### src/rtl/dmem_access_ctrl.sv
`default_nettype none
// dmem_access_ctrl: MA-stage byte/half/word load-store controller over a word-only data memory.
// Optional one-entry word buffer enabled by DMEM_WORD_BUF_EN.  Rev 1.0
module dmem_access_ctrl #(
  parameter int ADDR_WIDTH   = 32,
  parameter int BUSY_TIMEOUT = 0
) (
  input  logic                  clock,
  input  logic                  reset,
  input  logic [3:0]            read,
  input  logic [2:0]            write,
  input  logic [ADDR_WIDTH-1:0] address,
  input  logic [31:0]           writedata,
  output logic [31:0]           readdata,
  output logic                  busywait,
  output logic                  access_err,
  output logic [3:0]            mem_read,
  output logic [2:0]            mem_write,
  output logic [ADDR_WIDTH-1:0] mem_address,
  output logic [31:0]           mem_writedata,
  input  logic [31:0]           mem_readdata,
  input  logic                  mem_busywait
);

  localparam int         TMO_W  = (BUSY_TIMEOUT > 1) ? $clog2(BUSY_TIMEOUT + 1) : 1;
  localparam logic [3:0] MEM_RD = 4'b1010;
  localparam logic [2:0] MEM_WR = 3'b110;

  typedef enum logic [2:0] {
    S_IDLE   = 3'd0,
    S_LOAD   = 3'd1,
    S_STORE  = 3'd2,
    S_RMW_RD = 3'd3,
    S_RMW_WR = 3'd4,
    S_DONE   = 3'd5
  } state_t;

  state_t                state_q, state_d;
  logic [2:0]            f3_q, f3_d;     // load funct3, or {1'b0,size} for stores
  logic [1:0]            off_q, off_d;
  logic [31:0]           wdata_q, wdata_d;
  logic [31:0]           readdata_q, readdata_d;
  logic                  err_q, err_d;
  logic [3:0]            mem_read_q, mem_read_d;
  logic [2:0]            mem_write_q, mem_write_d;
  logic [ADDR_WIDTH-1:0] mem_address_q, mem_address_d;
  logic [31:0]           mem_writedata_q, mem_writedata_d;
  logic [TMO_W-1:0]      tmo_q, tmo_d;

  logic                  w_ld, w_st, w_bad, w_tmo, w_buf_hit;
  logic [TMO_W-1:0]      w_tmo_inc;
  logic [ADDR_WIDTH-1:0] w_waddr;
  logic [31:0]           w_buf_data;

  function automatic logic [31:0] extract(input logic [31:0] w, input logic [2:0] f3,
                                          input logic [1:0] off);
    logic [7:0]  b;
    logic [15:0] h;
    logic [31:0] r;
    b = w[{off, 3'b000} +: 8];
    h = off[1] ? w[31:16] : w[15:0];
    case (f3)
      3'b000:  r = {{24{b[7]}}, b};
      3'b001:  r = {{16{h[15]}}, h};
      3'b100:  r = {24'd0, b};
      3'b101:  r = {16'd0, h};
      default: r = w;
    endcase
    return r;
  endfunction

  function automatic logic [31:0] merge(input logic [31:0] w, input logic [31:0] d,
                                        input logic [1:0] sz, input logic [1:0] off);
    logic [31:0] r;
    r = w;
    if (sz == 2'b00) r[{off, 3'b000} +: 8] = d[7:0];
    else             r[{off[1], 4'b0000} +: 16] = d[15:0];
    return r;
  endfunction

  assign w_ld      = read[3];
  assign w_st      = write[2];
  assign w_waddr   = {address[ADDR_WIDTH-1:2], 2'b00};
  assign w_tmo_inc = tmo_q + TMO_W'(1);
  assign w_tmo     = (BUSY_TIMEOUT != 0) && (w_tmo_inc == TMO_W'(BUSY_TIMEOUT));

  always_comb begin
    w_bad = 1'b0;
    if (w_ld && w_st) begin
      w_bad = 1'b1;
    end else if (w_ld) begin
      case (read[2:0])
        3'b000, 3'b100: w_bad = 1'b0;
        3'b001, 3'b101: w_bad = address[0];
        3'b010:         w_bad = |address[1:0];
        default:        w_bad = 1'b1;
      endcase
    end else if (w_st) begin
      case (write[1:0])
        2'b00:   w_bad = 1'b0;
        2'b01:   w_bad = address[0];
        2'b10:   w_bad = |address[1:0];
        default: w_bad = 1'b1;
      endcase
    end
  end

`ifdef DMEM_WORD_BUF_EN
  logic                  buf_vld_q;
  logic [ADDR_WIDTH-1:0] buf_addr_q;
  logic [31:0]           buf_data_q;

  assign w_buf_hit  = buf_vld_q && (buf_addr_q == w_waddr);
  assign w_buf_data = buf_data_q;

  // Every completed phase leaves the buffer holding the word last seen on the bus.
  always_ff @(posedge clock or posedge reset) begin
    if (reset) begin
      buf_vld_q  <= 1'b0;
      buf_addr_q <= '0;
      buf_data_q <= '0;
    end else if (!mem_busywait) begin
      if (state_q == S_LOAD || state_q == S_RMW_RD) begin
        buf_vld_q  <= 1'b1;
        buf_addr_q <= mem_address_q;
        buf_data_q <= mem_readdata;
      end else if (state_q == S_STORE || state_q == S_RMW_WR) begin
        buf_vld_q  <= 1'b1;
        buf_addr_q <= mem_address_q;
        buf_data_q <= mem_writedata_q;
      end
    end
  end
`else
  assign w_buf_hit  = 1'b0;
  assign w_buf_data = 32'd0;
`endif

  always_comb begin
    state_d         = state_q;
    f3_d            = f3_q;
    off_d           = off_q;
    wdata_d         = wdata_q;
    readdata_d      = readdata_q;
    err_d           = 1'b0;
    mem_read_d      = mem_read_q;
    mem_write_d     = mem_write_q;
    mem_address_d   = mem_address_q;
    mem_writedata_d = mem_writedata_q;
    tmo_d           = '0;
    busywait        = 1'b1;
    case (state_q)
      S_IDLE: begin
        busywait = w_ld ^ w_st;
        if (w_ld || w_st) begin
          f3_d    = w_ld ? read[2:0] : {1'b0, write[1:0]};
          off_d   = address[1:0];
          wdata_d = writedata;
          if (w_bad) begin
            state_d = S_DONE;
            err_d   = 1'b1;
          end else if (w_ld) begin
            if (w_buf_hit) begin
              readdata_d = extract(w_buf_data, read[2:0], address[1:0]);
              state_d    = S_DONE;
            end else begin
              state_d       = S_LOAD;
              mem_read_d    = MEM_RD;
              mem_address_d = w_waddr;
            end
          end else if (write[1:0] == 2'b10) begin
            state_d         = S_STORE;
            mem_write_d     = MEM_WR;
            mem_address_d   = w_waddr;
            mem_writedata_d = writedata;
          end else if (w_buf_hit) begin
            state_d         = S_RMW_WR;
            mem_write_d     = MEM_WR;
            mem_address_d   = w_waddr;
            mem_writedata_d = merge(w_buf_data, writedata, write[1:0], address[1:0]);
          end else begin
            state_d       = S_RMW_RD;
            mem_read_d    = MEM_RD;
            mem_address_d = w_waddr;
          end
        end
      end
      S_LOAD, S_STORE, S_RMW_RD, S_RMW_WR: begin
        if (!mem_busywait) begin
          mem_read_d  = '0;
          mem_write_d = '0;
          state_d     = S_DONE;
          if (state_q == S_LOAD) readdata_d = extract(mem_readdata, f3_q, off_q);
          if (state_q == S_RMW_RD) begin
            state_d         = S_RMW_WR;
            mem_write_d     = MEM_WR;
            mem_writedata_d = merge(mem_readdata, wdata_q, f3_q[1:0], off_q);
          end
        end else if (w_tmo) begin
          mem_read_d  = '0;
          mem_write_d = '0;
          err_d       = 1'b1;
          state_d     = S_DONE;
        end else begin
          tmo_d = w_tmo_inc;
        end
      end
      S_DONE: begin
        busywait = 1'b0;
        state_d  = S_IDLE;
      end
      default: state_d = S_IDLE;
    endcase
  end

  always_ff @(posedge clock or posedge reset) begin
    if (reset) begin
      state_q         <= S_IDLE;
      f3_q            <= '0;
      off_q           <= '0;
      wdata_q         <= '0;
      readdata_q      <= '0;
      err_q           <= 1'b0;
      mem_read_q      <= '0;
      mem_write_q     <= '0;
      mem_address_q   <= '0;
      mem_writedata_q <= '0;
      tmo_q           <= '0;
    end else begin
      state_q         <= state_d;
      f3_q            <= f3_d;
      off_q           <= off_d;
      wdata_q         <= wdata_d;
      readdata_q      <= readdata_d;
      err_q           <= err_d;
      mem_read_q      <= mem_read_d;
      mem_write_q     <= mem_write_d;
      mem_address_q   <= mem_address_d;
      mem_writedata_q <= mem_writedata_d;
      tmo_q           <= tmo_d;
    end
  end

  assign readdata      = readdata_q;
  assign access_err    = err_q;
  assign mem_read      = mem_read_q;
  assign mem_write     = mem_write_q;
  assign mem_address   = mem_address_q;
  assign mem_writedata = mem_writedata_q;

endmodule
`default_nettype wire

### config.mk
export PLATFORM = sky130hd
export DESIGN_NAME = dmem_access_ctrl
export DESIGN_NICKNAME = d
export VERILOG_FILES = /design/src/rtl/dmem_access_ctrl.sv
export SDC_FILE = /design/constraint.sdc
export NUM_CORES = 1
export LEC_CHECK = 0
export ABC_AREA = 1
export CORE_AREA = 2 2 211 109
export DETAILED_ROUTE_END_ITERATION = 8
export DIE_AREA = 0 0 213 111
export GPL_ROUTABILITY_DRIVEN = 0
export SLEW_MARGIN = 10
export SYNTH_ARGS = -nofsm -noshare
export SYNTH_HDL_FRONTEND = slang
export SYNTH_SLANG_ARGS = --single-unit
### constraint.sdc
create_clock -name clock -period 4.8 [get_ports clock]
set_input_delay 0.72 -clock clock [delete_from_list [all_inputs] [get_ports clock]]
set_output_delay 0.72 -clock clock [all_outputs]
set_load 0.005 [all_outputs]
==> results.py <==
metrics = {
    "outcome": {
        "status": "completed",
    },
    "clocking": {
        "cts_tree": "built",
        "cts_buffer_depth": 2,
        "post_cts_buffers": 0,
        "clkTransAtPathRegs_ps": 60,
        "cts_hold_buf": 0,
        "cts.sinks": 121,
        "cts_htree_levels": 4,
        "cts_made_buffers": 17,
        "post_cts_resized": 0,
        "cts_root_buffer": "clkbuf_16",
        "clk_latency_ps": 430,
    },
    "synth": {
        "seq_area_frac_synth_pct": 40.21,
        "yosys_warnings": 0,
        "syn_area_sq_um": 7530,
        "async_reset_ff_share_pct": 100.0,
        "synthFlopType": "dfrtp_1",
        "postSynthAreaPerCell_sq_um": 6.559,
        "ys_types": 29,
        "ys_ff_latch": 121,
        "netlist_instances": 1148,
        "synth-edff-count": 0,
    },
    "placement": {
        "post-place-ws_ps": 1571,
        "dp.cells": 1601,
        "io_buffers": 205,
        "dp_hpwl_um": 20740,
    },
    "critical_path": {
        "critPathRequiredTime_ps": 4080,
        "critPathKind": "in2out",
        "crit_buf_inv": 3,
        "crit_family": "buffers and inverters",
        "r2r_cells": 7,
        "cpPeakStageDelay_ps": 640,
        "end_kind": "primary output",
        "r2r-end": "readdata[16]",
        "worstSetupStartpointType": "primary input",
        "path_cells": "clkdlybuf4s50_1 -> inv_1 -> ha_1 -> o21ai_0 -> nand3_1 -> clkdlybuf4s50_1",
        "timing.rr.start": "f3_q[1]",
        "ff2ff_setup_slack_ps": 1820,
        "critPathArrivalTime_ps": 2490,
        "crit_path_max_fanout": 9,
        "cpMaxStageDelayCell": "clkdlybuf4s50_1",
        "cp_common_cell": "clkdlybuf4s50_1",
    },
    "die": {
        "initial_core_util_pct": 34.06,
        "design.core.area_sq_um": 22110,
        "rows": 39,
        "ioPinCount": 211,
        "chipHeight_um": 111,
        "die_area_sq_um": 23640,
        "fp.dieW_um": 213,
    },
    "global_routing": {
        "grt_overflow": 0,
        "antenna_found_initial": 1,
        "grt_pass1_vias": 7642,
        "grt.total_usage_pct": 24.49,
        "grt_max_degree": 71,
        "grt_pass1_wl_um": 44070,
    },
    "hold_path": {
        "hold_path_end": "mem_writedata[8]",
        "min-delay-path-class": "reg2reg",
        "whs_path_depth": 2,
        "min_from": "mem_writedata[8]",
    },
    "power": {
        "p_leak_nw": 5.054,
        "switching_share_pct": 46.20,
        "p_int_mw": 3.924,
        "clock_power_share_pct": 17.6,
        "pwr-share-comb_pct": 56.0,
        "p_per_area_nw_per_um2": 711.5,
        "switchingPower_mw": 3.370,
        "vdd_ir_drop_max_v": 0.0004134,
        "p_seq_share_pct": 26.4,
    },
    "timing": {
        "maxSlewViolCount": 0,
        "fin_tns_setup_ps": 0,
        "setup_ws_ps": 1591,
        "timing.fmax_ghz": 0.3117,
        "worst_slew_pin_slew_ps": 905.9,
        "rsz0062_at_grt": "false",
        "slew-limit-headroom_pct": 39.61,
        "fin_worst_skew_ps": 8.997,
        "setup_viol": 0,
        "fin_crit_sh_pct": 66.85,
        "hold_viol": 0,
        "hold_slack_ps": 478.6,
        "fin_crit_ps": 3209,
    },
    "drt": {
        "dr.pass1.iters": 5,
        "wl_per_cell_um": 17.20,
        "drcViolationCount": 0,
        "wl_um": 28030,
        "first_iter_violations": 991,
        "antenna_left": 0,
        "num_vias": 8077,
        "viasPerCell": 4.955,
    },
    "finish": {
        "syn_to_final_growth_pct": 36.16,
        "final-seq-area_sq_um": 3028,
        "fillers": 2274,
        "multi_input_area_sq_um": 3810,
        "mostFrequentLayoutCells": "449 x nand2_1, 205 x clkdlybuf4s50_1, 153 x nor2_1, 121 x dfrtp_1, 92 x o21ai_0",
        "layout_commonest_cell": "nand2_1",
        "final_layout_size_suffix_gt1_share_pct": 4.837,
        "instances_no_fill": 1630,
        "antenna-diode-count": 0,
        "nets": 1426,
    },
    "run": {
        "drv_cap": 0,
    },
}
## tightest hold or removal path, cell delays in order (launching register included)
cell	delay (ps)
dfrtp_1	340
nand2_1	50
nand2_1	60
## cells in the mapped netlist, types with 2 or more instances
library cell | number | area share (%)
a21oi_1 | 32 | 2.1
buf_1 | 4 | 0.20
buf_2 | 32 | 2.1
buf_4 | 13 | 1.3
buf_6 | 3 | 0.45
clkbuf_1 | 23 | 1.1
dfrtp_1 | 121 | 40
ha_1 | 7 | 1.2
inv_1 | 80 | 4.0
inv_2 | 6 | 0.30
nand2_1 | 450 | 22
nand2_2 | 2 | 0.17
nand3_1 | 57 | 3.8
nand4_1 | 33 | 2.7
nor2_1 | 153 | 7.6
nor2_4 | 3 | 0.45
o211ai_1 | 4 | 0.40
o21ai_0 | 92 | 6.1
o21ai_1 | 2 | 0.13
o21bai_1 | 16 | 1.6
or2_2 | 7 | 0.58
## per-layer routing
metal | track usage (%) | vias to the layer above | part of all wire, %
met3 | 8.584 | 24 | 11
met2 | 31.81 | 316 | 38
met5 | 0 | - | 0.064
met1 | 38.10 | 3807 | 50
met4 | 4.895 | 2 | 1.0
li1 | - | 3928 | -
## area by class of cell
type	count	area share [%]
inverter	86	3.173
clock buffer	19	4.223
tap	307	3.747
sequential	121	29.53
multi-input combinational	870	37.16
clock inverter	10	1.269
timing repair buffer	217	20.89
## logic make-up after synthesis
family,after synthesis,share of synthesized area [%]
other,1,0.04980
AO/OA/AOI/OAI,148,10.55
adder cells (fa/ha/maj),7,1.163
AND/OR/NAND/NOR,710,38.52
buffers and inverters,161,9.505
flip-flops,121,40.21
## power by group through the flow
stage          clock network (mW)  logic, mW  registers [mW]
2_1_floorplan                   0       2.50            1.80
3_3_place_gp                    0       3.98            1.93
3_5_place_dp                    0       4.04            1.92
4_1_cts                      1.30       4.06            1.91
5_1_grt                      1.36       4.61            1.98
6_report                     1.28       4.08            1.93
## stage by stage
stage / total power, mW / cell area, sq um / utilization [%]
finish: 7.294 / 10250 / 46.38
global route: 7.945 / 10250 / 46.38
CTS: 7.275 / 10250 / 46.38
detailed placement: 5.956 / 9689 / 43.83
global placement: 5.909 / 9689 / 43.83
floorplan: 4.301 / 7545 / -
## registers in the layout, indices dropped and copies added, names as in the netlist
register and flops:
mem_writedata 32, readdata 32, mem_address 30, wdata_q 16, f3_q 3, state_q 3
off_q 2, access_err 1, mem_read 1, mem_write 1
## worst max path at each step
stage	from	to	depth (start not counted)
final	read[3]	busywait	6
after global routing	read[3]	busywait	6
after CTS	read[3]	busywait	6
after detailed placement	read[3]	mem_writedata[22]	9
after global placement	read[3]	busywait	6
after floorplan	reset	access_err	1
(Power assumes the default switching activity.)
